File: src/rtl/addsub_pkg.sv
// Shared types and constants for the nibble-serial add/subtract engine.
// Holds the control state encoding, the slice width and the saturation-value helper.
package addsub_pkg;

  typedef enum logic [1:0] {
    IDLE = 2'd0,
    RUN  = 2'd1,
    DONE = 2'd2
  } state_t;

  localparam int NIBBLE_W  = 4;
  // Widest result the saturation helper can describe.
  localparam int SAT_MAX_W = 64;

  // Most-positive (a_msb=0) or most-negative (a_msb=1) two's-complement value of the given width.
  function automatic logic [SAT_MAX_W-1:0] sat_value(input logic a_msb, input int width);
    logic [SAT_MAX_W-1:0] msb_only;
    msb_only = SAT_MAX_W'(1) << (width - 1);
    return a_msb ? msb_only : (msb_only - SAT_MAX_W'(1));
  endfunction

endpackage

File: src/rtl/addsub_nibble.sv
// Combinational 4-bit add/subtract slice with explicit carry-in.
// Subtraction inverts b here; the +1 arrives through cin from the sequencer.
module addsub_nibble
  import addsub_pkg::*;
(
  input  logic [NIBBLE_W-1:0] a,
  input  logic [NIBBLE_W-1:0] b,
  input  logic                sub,
  input  logic                cin,
  output logic [NIBBLE_W-1:0] sum,
  output logic                cout
);

  logic [NIBBLE_W-1:0] b_mod;

  assign b_mod       = b ^ {NIBBLE_W{sub}};
  assign {cout, sum} = {1'b0, a} + {1'b0, b_mod} + {{NIBBLE_W{1'b0}}, cin};

endmodule

File: src/rtl/nibble_serial_addsub.sv
// Multi-word add/subtract engine: one nibble per cycle through a registered-carry slice, LSB first.
// Optional feature: define ADDSUB_SAT_EN to saturate the result on signed overflow.
module nibble_serial_addsub
  import addsub_pkg::*;
#(
  parameter int WIDTH = 16
) (
  input  logic             clk,
  input  logic             rst_n,
  input  logic             in_valid,
  output logic             in_ready,
  input  logic [WIDTH-1:0] in_a,
  input  logic [WIDTH-1:0] in_b,
  input  logic             in_sub,
  output logic             out_valid,
  input  logic             out_ready,
  output logic [WIDTH-1:0] out_result,
  output logic             out_cb,
  output logic             out_ovf
);

  localparam int NIB   = WIDTH / NIBBLE_W;
  localparam int IDX_W = (NIB > 1) ? $clog2(NIB) : 1;
  localparam logic [IDX_W-1:0] LAST_IDX = IDX_W'(NIB - 1);

  state_t state_q, state_d;

  // Operands shift right one nibble per RUN cycle, so the slice always sees bits [3:0].
  logic [WIDTH-1:0] a_q, b_q, res_q;
  logic             sub_q, carry_q;
  logic [IDX_W-1:0] idx_q;

  logic [NIBBLE_W-1:0] slice_sum;
  logic                slice_cout;
  logic                accept, last_nib, ovf_d;
  logic [WIDTH-1:0]    final_raw, result_d;

  addsub_nibble u_slice (
    .a    (a_q[NIBBLE_W-1:0]),
    .b    (b_q[NIBBLE_W-1:0]),
    .sub  (sub_q),
    .cin  (carry_q),
    .sum  (slice_sum),
    .cout (slice_cout)
  );

  assign accept    = (state_q == IDLE) && in_valid;
  assign last_nib  = (state_q == RUN) && (idx_q == LAST_IDX);
  // Result builds from the top down: each new nibble enters at the MSB end.
  assign final_raw = {slice_sum, res_q[WIDTH-1:NIBBLE_W]};

  // On the last nibble a_q/b_q hold the operand MSB nibble, so bit 3 is the sign bit.
  assign ovf_d = (a_q[NIBBLE_W-1] == (b_q[NIBBLE_W-1] ^ sub_q)) &&
                 (slice_sum[NIBBLE_W-1] != a_q[NIBBLE_W-1]);

`ifdef ADDSUB_SAT_EN
  assign result_d = ovf_d ? WIDTH'(sat_value(a_q[NIBBLE_W-1], WIDTH)) : final_raw;
`else
  assign result_d = final_raw;
`endif

  // NOTE: sequential state uses non-blocking assignments so every register samples pre-edge values.
  always_ff @(posedge clk or negedge rst_n) begin
    if (!rst_n) begin
      state_q <= IDLE;
    end else begin
      state_q <= state_d;
    end
  end

  // NOTE: state_d gets a default before the case so no path leaves it unassigned (no latch).
  always_comb begin
    state_d = state_q;
    unique case (state_q)
      IDLE:    if (in_valid)  state_d = RUN;
      RUN:     if (last_nib)  state_d = DONE;
      DONE:    if (out_ready) state_d = IDLE;
      default:                state_d = IDLE;
    endcase
  end

  always_comb begin
    in_ready  = (state_q == IDLE);
    out_valid = (state_q == DONE);
  end

  always_ff @(posedge clk or negedge rst_n) begin
    if (!rst_n) begin
      a_q     <= '0;
      b_q     <= '0;
      sub_q   <= 1'b0;
      carry_q <= 1'b0;
      idx_q   <= '0;
      res_q   <= '0;
    end else if (accept) begin
      a_q     <= in_a;
      b_q     <= in_b;
      sub_q   <= in_sub;
      carry_q <= in_sub;
      idx_q   <= '0;
      res_q   <= '0;
    end else if (state_q == RUN) begin
      a_q     <= {{NIBBLE_W{1'b0}}, a_q[WIDTH-1:NIBBLE_W]};
      b_q     <= {{NIBBLE_W{1'b0}}, b_q[WIDTH-1:NIBBLE_W]};
      carry_q <= slice_cout;
      idx_q   <= idx_q + IDX_W'(1);
      res_q   <= final_raw;
    end
  end

  // Delivered outputs change only when an operation completes and hold afterwards.
  always_ff @(posedge clk or negedge rst_n) begin
    if (!rst_n) begin
      out_result <= '0;
      out_cb     <= 1'b0;
      out_ovf    <= 1'b0;
    end else if (last_nib) begin
      out_result <= result_d;
      out_cb     <= slice_cout;
      out_ovf    <= ovf_d;
    end
  end

endmodule

File: config.mk
export PLATFORM = sky130hd
export DESIGN_NAME = nibble_serial_addsub
export DESIGN_NICKNAME = d
export VERILOG_FILES = /design/src/rtl/addsub_pkg.sv /design/src/rtl/addsub_nibble.sv /design/src/rtl/nibble_serial_addsub.sv
export SDC_FILE = /design/constraint.sdc
export NUM_CORES = 1
export LEC_CHECK = 0
export CELL_PAD_IN_SITES_DETAIL_PLACEMENT = 0
export CELL_PAD_IN_SITES_GLOBAL_PLACEMENT = 1
export CORE_MARGIN = 2
export CORE_UTILIZATION = 41
export CTS_BUF_LIST = sky130_fd_sc_hd__clkbuf_4
export DETAILED_ROUTE_END_ITERATION = 10
export HOLD_SLACK_MARGIN = 0.08
export PLACE_DENSITY_LB_ADDON = 0.15
export SLEW_MARGIN = 20
export SYNTH_ARGS = -nofsm -noshare
export SYNTH_HDL_FRONTEND = slang
export SYNTH_SLANG_ARGS = --single-unit
File: constraint.sdc
create_clock -name clk -period 3.85 [get_ports clk]
set_input_delay 0.77 -clock clk [delete_from_list [all_inputs] [get_ports clk]]
set_output_delay 0.77 -clock clk [all_outputs]
set_load 0.02 [all_outputs]
==> results.cfg <==
[run_status]
outcome = finished, final reports clean

[grt]
first_global_vias = 2031
antenna_found_initial = 0
grt_start_max_net_pins = 69
grt_first_pass_wirelength_um = 9590
overflow = 0
track_usage_pct = 16.4

[setup_path]
r2r-end = carry_q$_DFFE_PN0P_
reg2reg_depth = 7
endpoint_kind = primary output
setup.worst_path.start_class = register
critPathKind = register to primary output
worstPathMaxFanout = 5
crit_start = state_q[0]$_DFFE_PN0P_
r2r-start = sub_q$_DFFE_PN0P_
crit_required_ns = 3.08
critPathArrivalTime_ns = 1.68
crit_end = out_valid
r2r_slack_ns = 1.88

[layout]
syn2layout_area_growth_pct = 26.3
layout.nets = 376
n_fill_cell = 629
fin_cells = 434
antenna_cells = 0
layout-drive-gt1-share_pct = 9.76
fin_area_mm2 = 0.00364
postLayoutCoreUtil_pct = 53.6
final_cell_mix = nand2_1 (90), dfrtp_1 (68), clkdlybuf4s50_1 (55)
final_common_cell = nand2_1

[yosys]
synthSimpleGateAreaFrac_pct = 14.7
synth.avg_cell_area_um2 = 10.3
ys_ff_latch = 68
syn_inst = 279
synthAdderAreaFrac_pct = 3.12
syn_nets = 322
syn_area_mm2 = 0.00288
yosys.cell_types.count = 26
synth_seq_area_share_pct = 59.0
synth_compound_area_share_pct = 12.8
synth_xor_area_share_pct = 2.13
yosysWarningCount = 0
synth.mux.area_fraction_pct = 4.69
synth_top_family_by_area = simple AND/OR/NAND/NOR gates

[flow_run]
drv_cap = 0

[sta]
hold_ws_ns = 0.486
min_period_ns = 2.45
setup_ws_ns = 1.40
finalHoldViolCount = 0
tns_ns = 0
final.period_utilization_pct = 63.5
fmax_mhz = 409
rsz0062_at_grt = no
finalClockSkew_ns = 0.0123
finalSetupViolations = 0
slew_viol_final = 0
max_slew.worst_pin.slew_ns = 0.856
relSlewSlack_pct = 42.9

[drt]
drtPass1Iterations = 4
wl_per_cell_um = 13.3
drc = 0
via_per_inst = 4.78
drt_iter0_markers = 164
vias = 2075
drtAntennaViolNets = 0
drt-total-wl_um = 5790

[die]
io_pins = 57
fp.dieW_um = 87.9
core-area_mm2 = 0.00679
fp.dieH_um = 87.9
rows = 30
initial_core_util_pct = 42.4
dieArea_mm2 = 0.00772

[clocking]
clk_latency_ns = 0.41
clk_pin_slew_worst_paths_ns = 0.10
cts_num_sinks = 68
hold_buffers = 0
post_cts_buffers = 0
cts_tree = yes
cts_resized = 0
cts_buffers = 9
htreeDepth = 3
clockRootBuffer = clkbuf_4
clk_path_buf_depth = 2

[placed_design]
gp_congestion = 0.765
placedInstanceArea_mm2 = 0.00352
portBuffers = 56
dp_slack_ns = 1.30
hpwlAfterDp_um = 3740
dp.cells = 418

[power_and_ir_drop]
ir_drop_uv = 261
p_leak_nw = 1.68
power_density_mw_per_mm2 = 865
finalPower_mw = 3.15

[hold_path]
hold_path_class = register to register
kinds of logic (layout without fill, tap and decap cells):
family                   count (synthesis)  after routing
AO/OA/AOI/OAI                           59             59
XOR/XNOR                                 7              7
adder cells (fa/ha/maj)                  6              6
buffers and inverters                   23             82
flip-flops                              68             68
multiplexers                            12             12
AND/OR/NAND/NOR                        104            104
power breakdown:
part / leakage [nW] / internal [mW] / total, mW / switching [mW]
combinational: 0.747 / 0.644 / 1.47 / 0.830
clock: 0.0659 / 0.188 / 0.436 / 0.248
sequential: 0.867 / 1.04 / 1.24 / 0.200
cell type report:
cell class | instances | area [µm²] | area share [%]
Sequential cell | 68 | 1700 | 46.7
Multi-Input combinational cell | 188 | 1090 | 29.9
Timing Repair Buffer | 60 | 586 | 16.1
Tap cell | 96 | 120 | 3.30
Clock buffer | 9 | 67.6 | 1.85
Clock inverter | 7 | 57.6 | 1.58
Inverter | 6 | 22.5 | 0.618
critical path, cell delays in order (launching register included):
cell and delay, ns:
dfrtp_1 0.45, nand2b_1 0.18, inv_1 0.05, clkdlybuf4s50_1 0.59
per-layer routing:
metal / vias up / share of wire (%) / track usage [%]
met2: 52 / 46 / 24.9
li1: 1049 / - / -
met3: 6 / 4.1 / 4.05
met5: - / 0 / 0
met1: 968 / 48 / 22.6
met4: 0 / 1.3 / 6.71
cell usage after synthesis:
library cell | count | area share (%)
xnor2_1 | 3 | 0.91
nor2_1 | 2 | 0.26
o211ai_1 | 1 | 0.26
nor3_1 | 2 | 0.35
a21o_1 | 1 | 0.26
fa_1 | 2 | 1.4
nand2_1 | 90 | 12
xor2_1 | 4 | 1.2
nand3_1 | 5 | 0.87
ha_1 | 4 | 1.7
clkbuf_1 | 9 | 1.2
buf_2 | 6 | 1.0
mux2_2 | 12 | 4.7
a21oi_1 | 2 | 0.35
nor3b_2 | 1 | 0.43
nand2b_1 | 2 | 0.43
a221o_1 | 2 | 0.69
o21ai_0 | 30 | 5.2
inv_1 | 6 | 0.78
dfrtp_1 | 68 | 59
nor2b_1 | 1 | 0.22
buf_4 | 1 | 0.26
o31ai_1 | 1 | 0.26
nand2_4 | 1 | 0.39
buf_6 | 1 | 0.39
a22oi_1 | 22 | 5.7
flip-flops by register name (all words and copies together), names as in the netlist:
signal      count
sub_q           1
b_q            16
res_q          12
idx_q           2
out_result     16
carry_q         1
out_cb          1
a_q            16
state_q         2
out_ovf         1
worst min-delay path by stage:
stage | slack [ns] | to | start | cells after the start
floorplan | 0.45 | a_q[10]$_DFFE_PN0P_ | a_q[10]$_DFFE_PN0P_ | 2
global placement | 0.46 | b_q[4]$_DFFE_PN0P_ | b_q[4]$_DFFE_PN0P_ | 2
detailed placement | 0.46 | b_q[9]$_DFFE_PN0P_ | b_q[9]$_DFFE_PN0P_ | 2
CTS | 0.49 | b_q[9]$_DFFE_PN0P_ | b_q[9]$_DFFE_PN0P_ | 2
global route | 0.51 | out_result[13]$_DFFE_PN0P_ | out_result[13]$_DFFE_PN0P_ | 2
finish | 0.49 | a_q[6]$_DFFE_PN0P_ | a_q[6]$_DFFE_PN0P_ | 2
Note: power is estimated with default switching activity, not from simulation.
